--- config.mk ---
export PLATFORM = sky130hd
export DESIGN_NAME = ps2_host_tx
export DESIGN_NICKNAME = d
export VERILOG_FILES = /design/src/rtl/ps2_host_tx.sv
export SDC_FILE = /design/constraint.sdc
export NUM_CORES = 1
export LEC_CHECK = 0
export CAP_MARGIN = 20
export CORE_MARGIN = 2
export CORE_UTILIZATION = 30
export DETAILED_ROUTE_END_ITERATION = 6
export PLACE_DENSITY = 0.45
export SETUP_SLACK_MARGIN = 0.05
export SKIP_LAST_GASP = 1
export SLEW_MARGIN = 10
export SYNTH_ARGS = -nofsm -noshare
export SYNTH_HDL_FRONTEND = slang
export SYNTH_SLANG_ARGS = --single-unit
--- constraint.sdc ---
create_clock -name reloj -period 2.4 [get_ports reloj]
set_input_delay 0.48 -clock reloj [delete_from_list [all_inputs] [get_ports reloj]]
set_output_delay 0.48 -clock reloj [all_outputs]
set_load 0.02 [all_outputs]
--- src/rtl/ps2_host_tx.sv ---
// ps2_host_tx: PS/2 host-to-device command transmitter.
// The host inhibits the bus by pulling the clock low, then issues a request to
// send. It shifts out 8 data bits (LSB first), an odd parity bit and a released
// stop bit on the device's falling clock edges, and then checks the device ACK.
// Ports:
//   reloj        system clock; all logic runs on its rising edge
//   reset        asynchronous, active-high reset
//   tx_data      command byte, captured on tx_start while idle
//   tx_start     one-cycle send request (ignored while busy)
//   ps2_clk_in   PS/2 clock pad input (asynchronous)
//   ps2_data_in  PS/2 data pad input (asynchronous)
//   ps2_clk_oe   1 = pull the PS/2 clock low, 0 = release
//   ps2_data_oe  1 = pull the PS/2 data low, 0 = release
//   busy         high from request capture until return to idle
//   done         one-cycle pulse: frame sent and ACK received
//   err          one-cycle pulse: missing ACK or clock timeout
module ps2_host_tx #(
  parameter int unsigned INHIBIT_CYCLES = 5000,
  parameter int unsigned TIMEOUT_CYCLES = 750000
) (
  input  logic       reloj,
  input  logic       reset,
  input  logic [7:0] tx_data,
  input  logic       tx_start,
  input  logic       ps2_clk_in,
  input  logic       ps2_data_in,
  output logic       ps2_clk_oe,
  output logic       ps2_data_oe,
  output logic       busy,
  output logic       done,
  output logic       err
);

  localparam int unsigned INH_W = $clog2(INHIBIT_CYCLES + 1);
  localparam int unsigned TO_W  = $clog2(TIMEOUT_CYCLES + 1);
  localparam logic [INH_W-1:0] INH_LAST = INH_W'(INHIBIT_CYCLES - 1);
  localparam logic [TO_W-1:0]  TO_LAST  = TO_W'(TIMEOUT_CYCLES - 1);

  typedef enum logic [2:0] {
    ST_IDLE,
    ST_INHIBIT,
    ST_REQ,
    ST_SHIFT,
    ST_ACK,
    ST_WAIT_IDLE
  } state_t;

  state_t           state_q, state_d;
  logic [1:0]       clk_sync_q, clk_sync_d;
  logic [1:0]       data_sync_q, data_sync_d;
  logic             clk_prev_q, clk_prev_d;
  logic [8:0]       frame_q, frame_d;
  logic [3:0]       idx_q, idx_d;
  logic             drv_q, drv_d;
  logic [INH_W-1:0] inh_q, inh_d;
  logic [TO_W-1:0]  to_q, to_d;
  logic             done_q, done_d;
  logic             err_q, err_d;

  logic clk_s, data_s, fall, to_expired;

  assign clk_s      = clk_sync_q[1];
  assign data_s     = data_sync_q[1];
  assign fall       = clk_prev_q & ~clk_s;
  assign to_expired = (to_q == TO_LAST) && !fall;

  // State register. Synchronizers reset to the idle (high) bus level so that
  // leaving reset never manufactures a falling edge.
  always_ff @(posedge reloj or posedge reset) begin
    if (reset) begin
      state_q     <= ST_IDLE;
      clk_sync_q  <= '1;
      data_sync_q <= '1;
      clk_prev_q  <= 1'b1;
      frame_q     <= '0;
      idx_q       <= '0;
      drv_q       <= 1'b0;
      inh_q       <= '0;
      to_q        <= '0;
      done_q      <= 1'b0;
      err_q       <= 1'b0;
    end else begin
      state_q     <= state_d;
      clk_sync_q  <= clk_sync_d;
      data_sync_q <= data_sync_d;
      clk_prev_q  <= clk_prev_d;
      frame_q     <= frame_d;
      idx_q       <= idx_d;
      drv_q       <= drv_d;
      inh_q       <= inh_d;
      to_q        <= to_d;
      done_q      <= done_d;
      err_q       <= err_d;
    end
  end

  // Next-state logic. done/err are registered together with the return to
  // idle, so busy falls in the same cycle the pulse is visible.
  always_comb begin
    state_d     = state_q;
    clk_sync_d  = {clk_sync_q[0], ps2_clk_in};
    data_sync_d = {data_sync_q[0], ps2_data_in};
    clk_prev_d  = clk_s;
    frame_d     = frame_q;
    idx_d       = idx_q;
    drv_d       = drv_q;
    inh_d       = inh_q;
    to_d        = to_q;
    done_d      = 1'b0;
    err_d       = 1'b0;

    // Edge-to-edge watchdog; saturates at the terminal value.
    if (state_q == ST_SHIFT || state_q == ST_ACK || state_q == ST_WAIT_IDLE) begin
      if (fall) begin
        to_d = '0;
      end else if (to_q != TO_W'(TIMEOUT_CYCLES)) begin
        to_d = to_q + TO_W'(1);
      end
    end

    unique case (state_q)
      ST_IDLE: begin
        idx_d = '0;
        drv_d = 1'b0;
        inh_d = '0;
        to_d  = '0;
        if (tx_start) begin
          frame_d = {~^tx_data, tx_data};
          state_d = ST_INHIBIT;
        end
      end
      ST_INHIBIT: begin
        if (inh_q == INH_LAST) begin
          state_d = ST_REQ;
        end else begin
          inh_d = inh_q + INH_W'(1);
        end
      end
      ST_REQ: begin
        // Start bit stays asserted through SHIFT until the first falling edge.
        drv_d   = 1'b1;
        idx_d   = '0;
        to_d    = '0;
        state_d = ST_SHIFT;
      end
      ST_SHIFT: begin
        if (to_expired) begin
          drv_d   = 1'b0;
          err_d   = 1'b1;
          state_d = ST_IDLE;
        end else if (fall) begin
          if (idx_q == 4'd9) begin
            drv_d   = 1'b0;
            state_d = ST_ACK;
          end else begin
            drv_d = ~frame_q[idx_q];
            idx_d = idx_q + 4'd1;
          end
        end
      end
      ST_ACK: begin
        if (to_expired) begin
          err_d   = 1'b1;
          state_d = ST_IDLE;
        end else if (fall) begin
          if (!data_s) begin
            state_d = ST_WAIT_IDLE;
          end else begin
            err_d   = 1'b1;
            state_d = ST_IDLE;
          end
        end
      end
      ST_WAIT_IDLE: begin
        if (clk_s && data_s) begin
          done_d  = 1'b1;
          state_d = ST_IDLE;
        end else if (to_expired) begin
          err_d   = 1'b1;
          state_d = ST_IDLE;
        end
      end
      default: begin
        state_d = ST_IDLE;
      end
    endcase
  end

  // Outputs decode straight from state so reset releases the lines at once.
  always_comb begin
    ps2_clk_oe  = (state_q == ST_INHIBIT) || (state_q == ST_REQ);
    ps2_data_oe = (state_q == ST_REQ) || ((state_q == ST_SHIFT) && drv_q);
    busy        = (state_q != ST_IDLE);
    done        = done_q;
    err         = err_q;
  end

endmodule

==> results of run 1 <==
## kinds of logic (layout without fill, tap and decap cells)
group / Yosys count / in the layout / synth area share (%)
flops: 57 / 57 / 45.6
simple gates: 136 / 136 / 23.9
mux: 14 / 14 / 5.65
fa+ha+maj: 5 / 5 / 1.99
compound gates: 72 / 72 / 13.9
buf+inv: 25 / 58 / 3.18
xor+xnor: 21 / 21 / 5.85
## where the power goes
part | leakage [nW] | switching [mW] | internal [mW]
clock network | 0.0960 | 0.382 | 0.489
logic | 0.711 | 0.0439 | 0.0412
registers | 0.759 | 0.00396 | 0.969
total | 1.57 | 0.430 | 1.50
## metal layers
layer,share of wire (%),vias up,wire length (um),track usage [%]
li1,-,1250,-,-
met1,49,1258,3570,18.9
met2,46,41,3420,22.7
met3,3.4,11,248,4.11
met4,1.7,0,123,5.36
met5,0,-,0,0
## how the worst max path moves through the flow
| stage | from | end | slack (ns) | cells past startpoint |
|---|---|---|---|---|
| finish | state_q[0] | ps2_clk_oe | 0.21 | 3 |
| global route | state_q[0] | ps2_clk_oe | 0.12 | 3 |
| CTS | state_q[0] | ps2_data_oe | 0.09 | 3 |
| detailed placement | state_q[0] | to_q[11] | 0.36 | 6 |
| global placement | state_q[0] | ps2_data_oe | 0.38 | 3 |
| floorplan | reset | done | 0.53 | 1 |
## layout make-up
class	instances	area (sq um)	share of cell area [%]
well taps	136	170	4.56
inverters	12	45.0	1.21
clock inverters	1	7.51	0.201
clock buffers	15	186	4.99
multi-input cells	248	1610	43.1
flip-flops and latches	57	1430	38.4
repair buffers	30	282	7.54
## stage by stage
stage	util, %	power (mW)	setup slack [ns]	hold slack [ns]	cells
floorplan	-	1.03	0.529	0.345	330
global placement	34.6	1.08	0.385	0.347	483
detailed placement	34.6	1.08	0.365	0.347	483
CTS	36.5	1.97	0.0895	0.356	499
global route	36.5	2.02	0.125	0.358	499
finish	36.5	1.93	0.210	0.355	499
## flip-flops by register name (all words and copies together), names as in the netlist
signal / cells
state_q: 3
drv_q: 1
idx_q: 4
clk_prev_q: 1
inh_q: 13
frame_q: 9
data_sync_q: 2
err: 1
clk_sync_q: 2
to_q: 20
done: 1
## layout by cell type, fill, tap and decap left out, types with 9 or more instances in the layout
| cell | n |
|---|---|
| dfrtp_1 | 51 |
| nor2_1 | 33 |
| nand2_1 | 24 |
| o21ai_0 | 24 |
| a21oi_1 | 19 |
| clkdlybuf4s50_1 | 15 |
| nand3_1 | 13 |
| xnor2_1 | 13 |
| clkbuf_8 | 13 |
| buf_4 | 12 |
| inv_1 | 11 |
| mux2_2 | 10 |
| and3_1 | 9 |
| nand4_1 | 9 |
## critical path: stages (launching register included)
cell and delay [ns]:
dfrtp_2 0.51, xnor2_1 0.17, nor2_1 0.10, clkdlybuf4s50_1 0.60
## timing repair
item                                   4_1_cts  5_1_grt
endpoints found under the hold margin        0        0
resized for setup                            2        1
setup endpoints to repair                    2        1
cloned                                       0        0
hold buffers                                 0        0
==> run summary, run 1 <==
Status = completed
Async set-or-reset flop fraction in the synthesized netlist = 100%
Initial Util = 30.7%
Crit Path Class = reg2out
FILL cells = 1070
RR Endpoint = drv_q
Design area = 0.00373 sq mm
Std cell rows = 37
Crit. End Element = output port
DRC = 0
Vias per cell = 5.13
Post-CTS setup buffers = 0
CP Max Fanout = 15
Fin nets = 376
Clock Sinks = 57
Initial antenna violation count = 0
DR WL/cell = 14.8 um
Total CTS buffers = 9
Period utilization = 91.2%
Area leader, netlist = dfrtp_1
CP startpoint kind = flop
Die Height = 106 um
Clock transition at path regs = 0.07 ns
IO Count = 18
Synth Register Bits = 57
Synth top area share = 41.4%
Hold Crit Class = reg2reg
Reg2reg start = to_q[0]
Gr ovfl total = 0
N_diodes = 0
Core box area = 0.0102 sq mm
Final Critical Period = 2.19 ns
Worst vdd ir = 0.280 mV
Lkg Pwr = 1.57 nW
Post-synth top cells = dfrtp_1 (52), nor2_1 (33), nand2_1 (24), o21ai_0 (24), a21oi_1 (19)
Synthesized cell area = 0.00314 sq mm
R2R Setup Slk = 0.39 ns
Vias in the first global route = 2579
Synth Instances = 330
Post-synth EDFFs = 0
Setup TNS = 0 ns
DP Wirelength = 5210 um
Primary FF master, synth = dfrtp_1
Count of pins over their slew limit = 0
Syn_area_per_cell = 9.52 sq um
Top-count cell post-synth = dfrtp_1
Final Hold Fails = 0
Power Density = 516 mW/mm^2
Via count = 2560
GP Congestion = 0.786
Hold EP = data_sync_q[1]
Ranking of synthesized cells by area = dfrtp_1 (41%), dfstp_2 (4.2%), nor2_1 (3.9%), o21ai_0 (3.8%), xnor2_1 (3.6%)
Die ar. = 0.0113 sq mm
First-pass GRT wire length = 12800 um
Placed cell areas = 0.00354 sq mm
Clk_lat worst skew = 0.34 ns
Port buffer count = 17
Setup violations, final = 0
Max Freq = 457 MHz
Hold path startpoint = data_sync_q[0]
Worst EP required = 1.92 ns
Slew at the pin closest to its max-slew limit = 0.600 ns
Mapped Nets = 348
Final Skew = 0.00767 ns
Syn-to-layout area delta = 18.8%
Seq/Total Area, Yosys = 45.6%
Reg2reg path depth = 6
Initial DRC count = 157
Unrepaired setup endpoints after global routing = false
CTS max path bufs = 2
CP arrival = 1.71 ns
Yosys warns = 0
Drt pass-1 iters = 4
Post-route ant nets = 0
Rel. slew slack = 59.8%
Worst Hold Path Cells = 0
Synth cell types = 52
Die W = 106 um
Clock Tree Root = clkbuf_8
Max-Cap Viols = 0
Largest net degree at the start of global routing = 27
Layout cell share with drive strength beyond 1 = 14.3%
H-tree depth = 3
Total wire length = 7360 um
TritonCTS clock tree = yes
Total Routing Usage GR = 14.5%
(Power assumes the default switching activity.)
==> run 2, diff against run 1 <==
--- a/config.mk
+++ b/config.mk
@@ -5,11 +5,12 @@
 export SDC_FILE = /design/constraint.sdc
 export NUM_CORES = 1
 export LEC_CHECK = 0
-export CAP_MARGIN = 20
+export CAP_MARGIN = 0
 export CORE_MARGIN = 2
 export CORE_UTILIZATION = 30
 export DETAILED_ROUTE_END_ITERATION = 6
-export PLACE_DENSITY = 0.45
+export DONT_BUFFER_PORTS = 1
+export PLACE_DENSITY = 0.43
 export SETUP_SLACK_MARGIN = 0.05
 export SKIP_LAST_GASP = 1
 export SLEW_MARGIN = 10
==> run 2 against run 1 <==
Net effect:
- sequential cell count unchanged
- fmax is 5.8% higher
- sequential share of layout area up 1.4 points
- total power rose by 11%
- clock power grew 27%
- final area decreased by 3.5%
- via count shrank 3.9%
- critical endpoint is now busy
- largest cell class unchanged
- largest power group is now clock
- highest routed layer unchanged
==> run summary, run 2 (synthesis gave the netlist of run 1 again) <==
Status = completed (unchanged)
Post-CTS setup buffers = 0 (unchanged)
CTS resizes = 0 (was 2)
Setup violations, final = 0 (unchanged)
N_diodes = 0 (unchanged)
Largest net degree at the start of global routing = 34 (was 27)
Period utilization = 86.3% (was 91.2%)
CP startpoint kind = flop (unchanged)
Syn-to-layout area delta = 14.6% (was 18.8%)
Sequential share of power = 45.4% (was 50.4%)
Lkg Pwr = 1.51 nW (was 1.57 nW)
Drt pass-1 iters = 4 (unchanged)
Setup TNS = 0 ns (unchanged)
Clk_lat worst skew = 0.33 ns (was 0.34 ns)
Reg area = 0.00143 sq mm (about the same)
Initial Util = 30.7% (unchanged)
Final Hold Fails = 0 (unchanged)
RR Endpoint = to_q[14] (was drv_q)
Clock Tree Root = clkbuf_8 (unchanged)
Total CTS buffers = 9 (unchanged)
Gr ovfl total = 0 (unchanged)
Count of pins over their slew limit = 0 (unchanged)
Die Height = 106 um (unchanged)
DRC = 0 (unchanged)
Crit Path Class = reg2out (unchanged)
Initial antenna violation count = 0 (unchanged)
IO Count = 18 (unchanged)
Max reg flops = 20 (unchanged)
Post-route ant nets = 0 (unchanged)
R2R Setup Slk = 0.35 ns (was 0.39 ns)
GP Congestion = 0.789 (was 0.786)
Reg2reg path depth = 6 (unchanged)
Largest register by flop count = to_q (unchanged)
Port buffer count = 0 (was 17)
Std cell rows = 37 (unchanged)
CP Capture Point = busy (was ps2_clk_oe)
Placed cell areas = 0.00336 sq mm (was 0.00354 sq mm)
Combinational power share = 2.9% (was 4.4%)
Clock Sinks = 57 (unchanged)
Worst vdd ir = 0.209 mV (was 0.280 mV)
Final Skew = 0.00626 ns (was 0.00767 ns)
Worst EP required = 1.92 ns (about the same)
FILL cells = 1022 (was 1070)
Final Critical Period = 2.07 ns (was 2.19 ns)
Hold Crit Class = in2async (was reg2reg)
Clk pwr share = 51.7% (was 45.2%)
Pint = 1.70 mW (was 1.50 mW)
Switching power = 437 uW (was 430 uW)
Biggest regs = to_q x20, inh_q x13, frame_q x9 (unchanged)
Hold buffers post-CTS = 0 (unchanged)
Vias per cell = 5.11 (was 5.13)
Initial DRC count = 103 (was 157)
CP Max Fanout = 15 (unchanged)
Commonest non-fill, non-tap cell in the layout = dfrtp_1 (unchanged)
Rel. slew slack = 62.2% (was 59.8%)
TritonCTS clock tree = yes (unchanged)
Power Density = 594 mW/mm^2 (was 516 mW/mm^2)
Design area = 0.00360 sq mm (was 0.00373 sq mm)
Clock transition at path regs = 0.07 ns (about the same)
Slew at the pin closest to its max-slew limit = 0.566 ns (was 0.600 ns)
H-tree depth = 3 (unchanged)
First-pass GRT wire length = 12300 um (was 12800 um)
Commonest cells after routing, fill and taps aside = dfrtp_1 (52), nor2_1 (33), nand2_1 (24), o21ai_0 (24), a21oi_1 (19) (was dfrtp_1 (51), nor2_1 (33), nand2_1 (24), o21ai_0 (24), a21oi_1 (19))
Max Freq = 483 MHz (was 457 MHz)
Layout cell share with drive strength beyond 1 = 15.1% (was 14.3%)
Unrepaired setup endpoints after global routing = false (unchanged)
Multi-input logic area = 0.00161 sq mm (unchanged)
Die ar. = 0.0113 sq mm (unchanged)
Crit. End Element = output port (unchanged)
Via count = 2460 (was 2560)
Core box area = 0.0102 sq mm (unchanged)
Die W = 106 um (unchanged)
Vias in the first global route = 2449 (was 2579)
Reg2reg start = state_q[1] (was to_q[0])
Max-Cap Viols = 0 (unchanged)
Total wire length = 7210 um (was 7360 um)
DP Wirelength = 5150 um (was 5210 um)
Worst Setup SP = state_q[1] (was state_q[0])
Fin nets = 358 (was 376)
Total Routing Usage GR = 13.8% (was 14.5%)
DR WL/cell = 15.0 um (was 14.8 um)
CP arrival = 1.59 ns (was 1.71 ns)
CTS max path bufs = 2 (unchanged)
Switching share of power = 20.4% (was 22.3%)
## run 2: cell types whose count changed in the layout (fill, tap and decap cells not counted)
cell	before	now
clkdlybuf4s50_1	15	0
bufinv_16	0	3
clkbuf_8	13	10
clkinv_2	0	3
clkbuf_1	2	0
buf_4	12	11
clkinvlp_4	1	0
dfrtp_1	51	52
dfrtp_2	1	0
dlygate4sd2_1	1	0
dlymetal6s2s_1	1	0
## run 2: power by group through the flow
stage | registers (mW) | clock network, mW | logic (mW)
CTS | 0.972 | 1.15 | 0.0647
floorplan | 0.988 | 0 | 0.0450
global placement | 0.990 | 0 | 0.0652
detailed placement | 0.989 | 0 | 0.0644
global route | 0.972 | 1.19 | 0.0707
finish | 0.972 | 1.11 | 0.0617
## run 2: routing by layer
layer	global-route usage, %	up-vias	part of all wire (%)
met4	5.55	0	2.0
met5	0	-	0
met3	3.49	11	3.5
met2	20.5	33	45
met1	19.2	1195	50
li1	-	1221	-
## run 2: layout make-up
| cell class | instances | area share [%] |
|---|---|---|
| Sequential cell | 57 | 39.8 |
| Timing Repair Buffer | 12 | 2.85 |
| Inverter | 12 | 1.25 |
| Tap cell | 136 | 4.72 |
| Multi-Input combinational cell | 248 | 44.7 |
| Clock inverter | 6 | 2.92 |
| Clock buffer | 10 | 3.82 |
## run 2: worst min-delay path by stage
stage              startpoint              to  slack (ns)  cells after the start
2_1_floorplan   clk_sync_q[0]   clk_sync_q[1]        0.35                      0
3_3_place_gp   data_sync_q[0]  data_sync_q[1]        0.35                      0
3_5_place_dp    clk_sync_q[0]   clk_sync_q[1]        0.35                      0
4_1_cts                 reset      state_q[1]         0.1                      1
5_1_grt           ps2_data_in  data_sync_q[0]        0.11                      0
6_report                reset       inh_q[10]        0.07                      1
## run 2: worst max-delay path: stages (launching register included)
cell and delay, ns:
dfrtp_1 0.53, or2_2 0.44, nor2_2 0.15, inv_1 0.13
## run 2: per-stage QoR
stage	power, mW	std cells	util [%]	setup slack, ns	hold slack [ns]
global route	2.24	481	35.2	0.152	0.113
detailed placement	1.05	465	32.8	0.371	0.349
CTS	2.18	481	35.2	0.286	0.0969
global placement	1.05	465	32.8	0.435	0.347
finish	2.14	481	35.2	0.330	0.0741
floorplan	1.03	330	-	0.529	0.345
==> run 3, diff against run 2 <==
==> constraint.sdc (replaced) <==
create_clock -name reloj -period 2.53 [get_ports reloj]
set_input_delay 0.506 -clock reloj [delete_from_list [all_inputs] [get_ports reloj]]
set_output_delay 0.506 -clock reloj [all_outputs]
set_load 0.02 [all_outputs]
==> run 3 against run 2 <==
Net effect:
- routed wire length grew 0.64%
- worst setup slack better by 0.090 ns
- critical path depth is the same
- utilization fell by 0.27 points
- sequential share of layout area up 0.31 points
- cell count down 0.21%
- total power decreased by 8.4%
- non-clock buffer count shrank 1
==> run summary, run 3 (synthesis gave the netlist of run 1 again) <==
IO Count = 18 (unchanged)
Die Height = 106 um (unchanged)
Setup TNS = 0 ns (unchanged)
Status = completed (unchanged)
Design area = 0.00358 sq mm (was 0.00360 sq mm)
Commonest non-fill, non-tap cell in the layout = dfrtp_1 (unchanged)
Biggest regs = to_q x20, inh_q x13, frame_q x9 (unchanged)
Unrepaired setup endpoints after global routing = false (unchanged)
Die ar. = 0.0113 sq mm (unchanged)
Placed cell areas = 0.00335 sq mm (was 0.00336 sq mm)
Clk_lat worst skew = 0.34 ns (was 0.33 ns)
Core box area = 0.0102 sq mm (unchanged)
Syn-to-layout area delta = 13.8% (was 14.6%)
Vias in the first global route = 2414 (was 2449)
Worst Setup SP = state_q[1] (unchanged)
Post-CTS setup buffers = 0 (unchanged)
CP Capture Point = busy (unchanged)
R2R Setup Slk = 0.47 ns (was 0.35 ns)
Vias per cell = 5.13 (was 5.11)
Largest net degree at the start of global routing = 31 (was 34)
H-tree depth = 3 (unchanged)
Max-Cap Viols = 0 (unchanged)
Critical Path Max Stage Delay = 0.53 ns (about the same)
Final Hold Fails = 0 (unchanged)
Fin nets = 357 (was 358)
Reg2reg start = state_q[2] (was state_q[1])
Slew at the pin closest to its max-slew limit = 0.688 ns (was 0.566 ns)
RR Endpoint = to_q[16] (was to_q[14])
Clock Tree Root = clkbuf_8 (unchanged)
Tot Pwr = 1.96 mW (was 2.14 mW)
Hold Crit Class = in2async (unchanged)
FILL cells = 1036 (was 1022)
Crit path depth = 3 (unchanged)
Post-layout util = 35.0% (was 35.2%)
Final Skew = 0.0130 ns (was 0.00626 ns)
Total wire length = 7260 um (was 7210 um)
Gr ovfl total = 0 (unchanged)
Crit Path Class = reg2out (unchanged)
N_diodes = 0 (unchanged)
Initial DRC count = 169 (was 103)
Post-route ant nets = 0 (unchanged)
Power Density = 549 mW/mm^2 (was 594 mW/mm^2)
Rel. slew slack = 54.1% (was 62.2%)
CTS max path bufs = 2 (unchanged)
First-pass GRT wire length = 12300 um (about the same)
Count of pins over their slew limit = 0 (unchanged)
Crit-path cells = or2_2 > nor2_2 > inv_1 (unchanged)
CTS resizes = 0 (unchanged)
Initial antenna violation count = 0 (unchanged)
TritonCTS clock tree = yes (unchanged)
Max reg flops = 20 (unchanged)
Family with the most delay on the worst path = simple AND/OR/NAND/NOR gates (unchanged)
CP startpoint kind = flop (unchanged)
Commonest cells after routing, fill and taps aside = dfrtp_1 (52), nor2_1 (33), nand2_1 (24), o21ai_0 (24), a21oi_1 (19) (unchanged)
Std cell rows = 37 (unchanged)
Clock Sinks = 57 (unchanged)
Clock transition at path regs = 0.07 ns (about the same)
CP arrival = 1.60 ns (was 1.59 ns)
Largest register by flop count = to_q (unchanged)
WP buf/inv = 1 (unchanged)
DRC = 0 (unchanged)
Layout cell share with drive strength beyond 1 = 14.0% (was 15.1%)
Max Freq = 474 MHz
GP Congestion = 0.776 (was 0.789)
DP Wirelength = 5070 um (was 5150 um)
Die W = 106 um (unchanged)
Place WS = 0.490 ns (was 0.371 ns)
Slowest cell on crit path = dfrtp_1 (unchanged)
CP Max Fanout = 15 (unchanged)
Final WS setup = 0.420 ns (was 0.330 ns)
Drt pass-1 iters = 4 (unchanged)
Total Routing Usage GR = 14.0% (was 13.8%)
Lkg Pwr = 1.49 nW (was 1.51 nW)
Period utilization = 83.4%
Worst EP required = 2.02 ns (was 1.92 ns)
Port buffer count = 0 (unchanged)
Crit. End Element = output port (unchanged)
Worst vdd ir = 0.224 mV (was 0.209 mV)
Reg2reg path depth = 6 (unchanged)
DR WL/cell = 15.1 um (was 15.0 um)
Hold buffers post-CTS = 0 (unchanged)
Setup violations, final = 0 (unchanged)
Initial Util = 30.7% (unchanged)
Total CTS buffers = 9 (unchanged)
Final Critical Period = 2.11 ns
Via count = 2460 (unchanged)
run 3: how the worst min path moves through the flow:
stage | end | slack, ns | from | depth (start not counted)
finish | inh_q[1] | 0.14 | reset | 1
global placement | data_sync_q[1] | 0.35 | data_sync_q[0] | 0
global route | data_sync_q[0] | 0.13 | ps2_data_in | 0
CTS | data_sync_q[0] | 0.14 | ps2_data_in | 0
detailed placement | clk_sync_q[1] | 0.35 | clk_sync_q[0] | 0
floorplan | clk_sync_q[1] | 0.35 | clk_sync_q[0] | 0
run 3: layer usage:
metal	global-route usage [%]	up-vias	share of wire, %
met2	20.7	35	45
met5	0	-	0
met1	19.0	1202	49
met3	3.80	9	3.7
met4	6.11	0	2.1
li1	-	1214	-
run 3: stage by stage:
step	std cells	hold WS, ns
3_3_place_gp	464	0.346
3_5_place_dp	464	0.347
2_1_floorplan	330	0.345
6_report	480	0.145
5_1_grt	480	0.134
4_1_cts	480	0.139
run 3: area by class of cell:
cell class	count	area (sq um)	share of cell area [%]
clock buffer	14	163	4.55
tap	136	170	4.76
clock inverter	2	60.1	1.68
timing repair buffer	11	95.1	2.66
inverter	12	45.0	1.26
multi-input combinational	248	1610	45.0
sequential	57	1430	40.1
run 3: power by group:
group	switching, mW	internal (mW)	total (mW)
sequential	0.00346	0.919	0.922
combinational	0.0360	0.0221	0.0581
clock	0.371	0.610	0.981
total	0.410	1.55	1.96
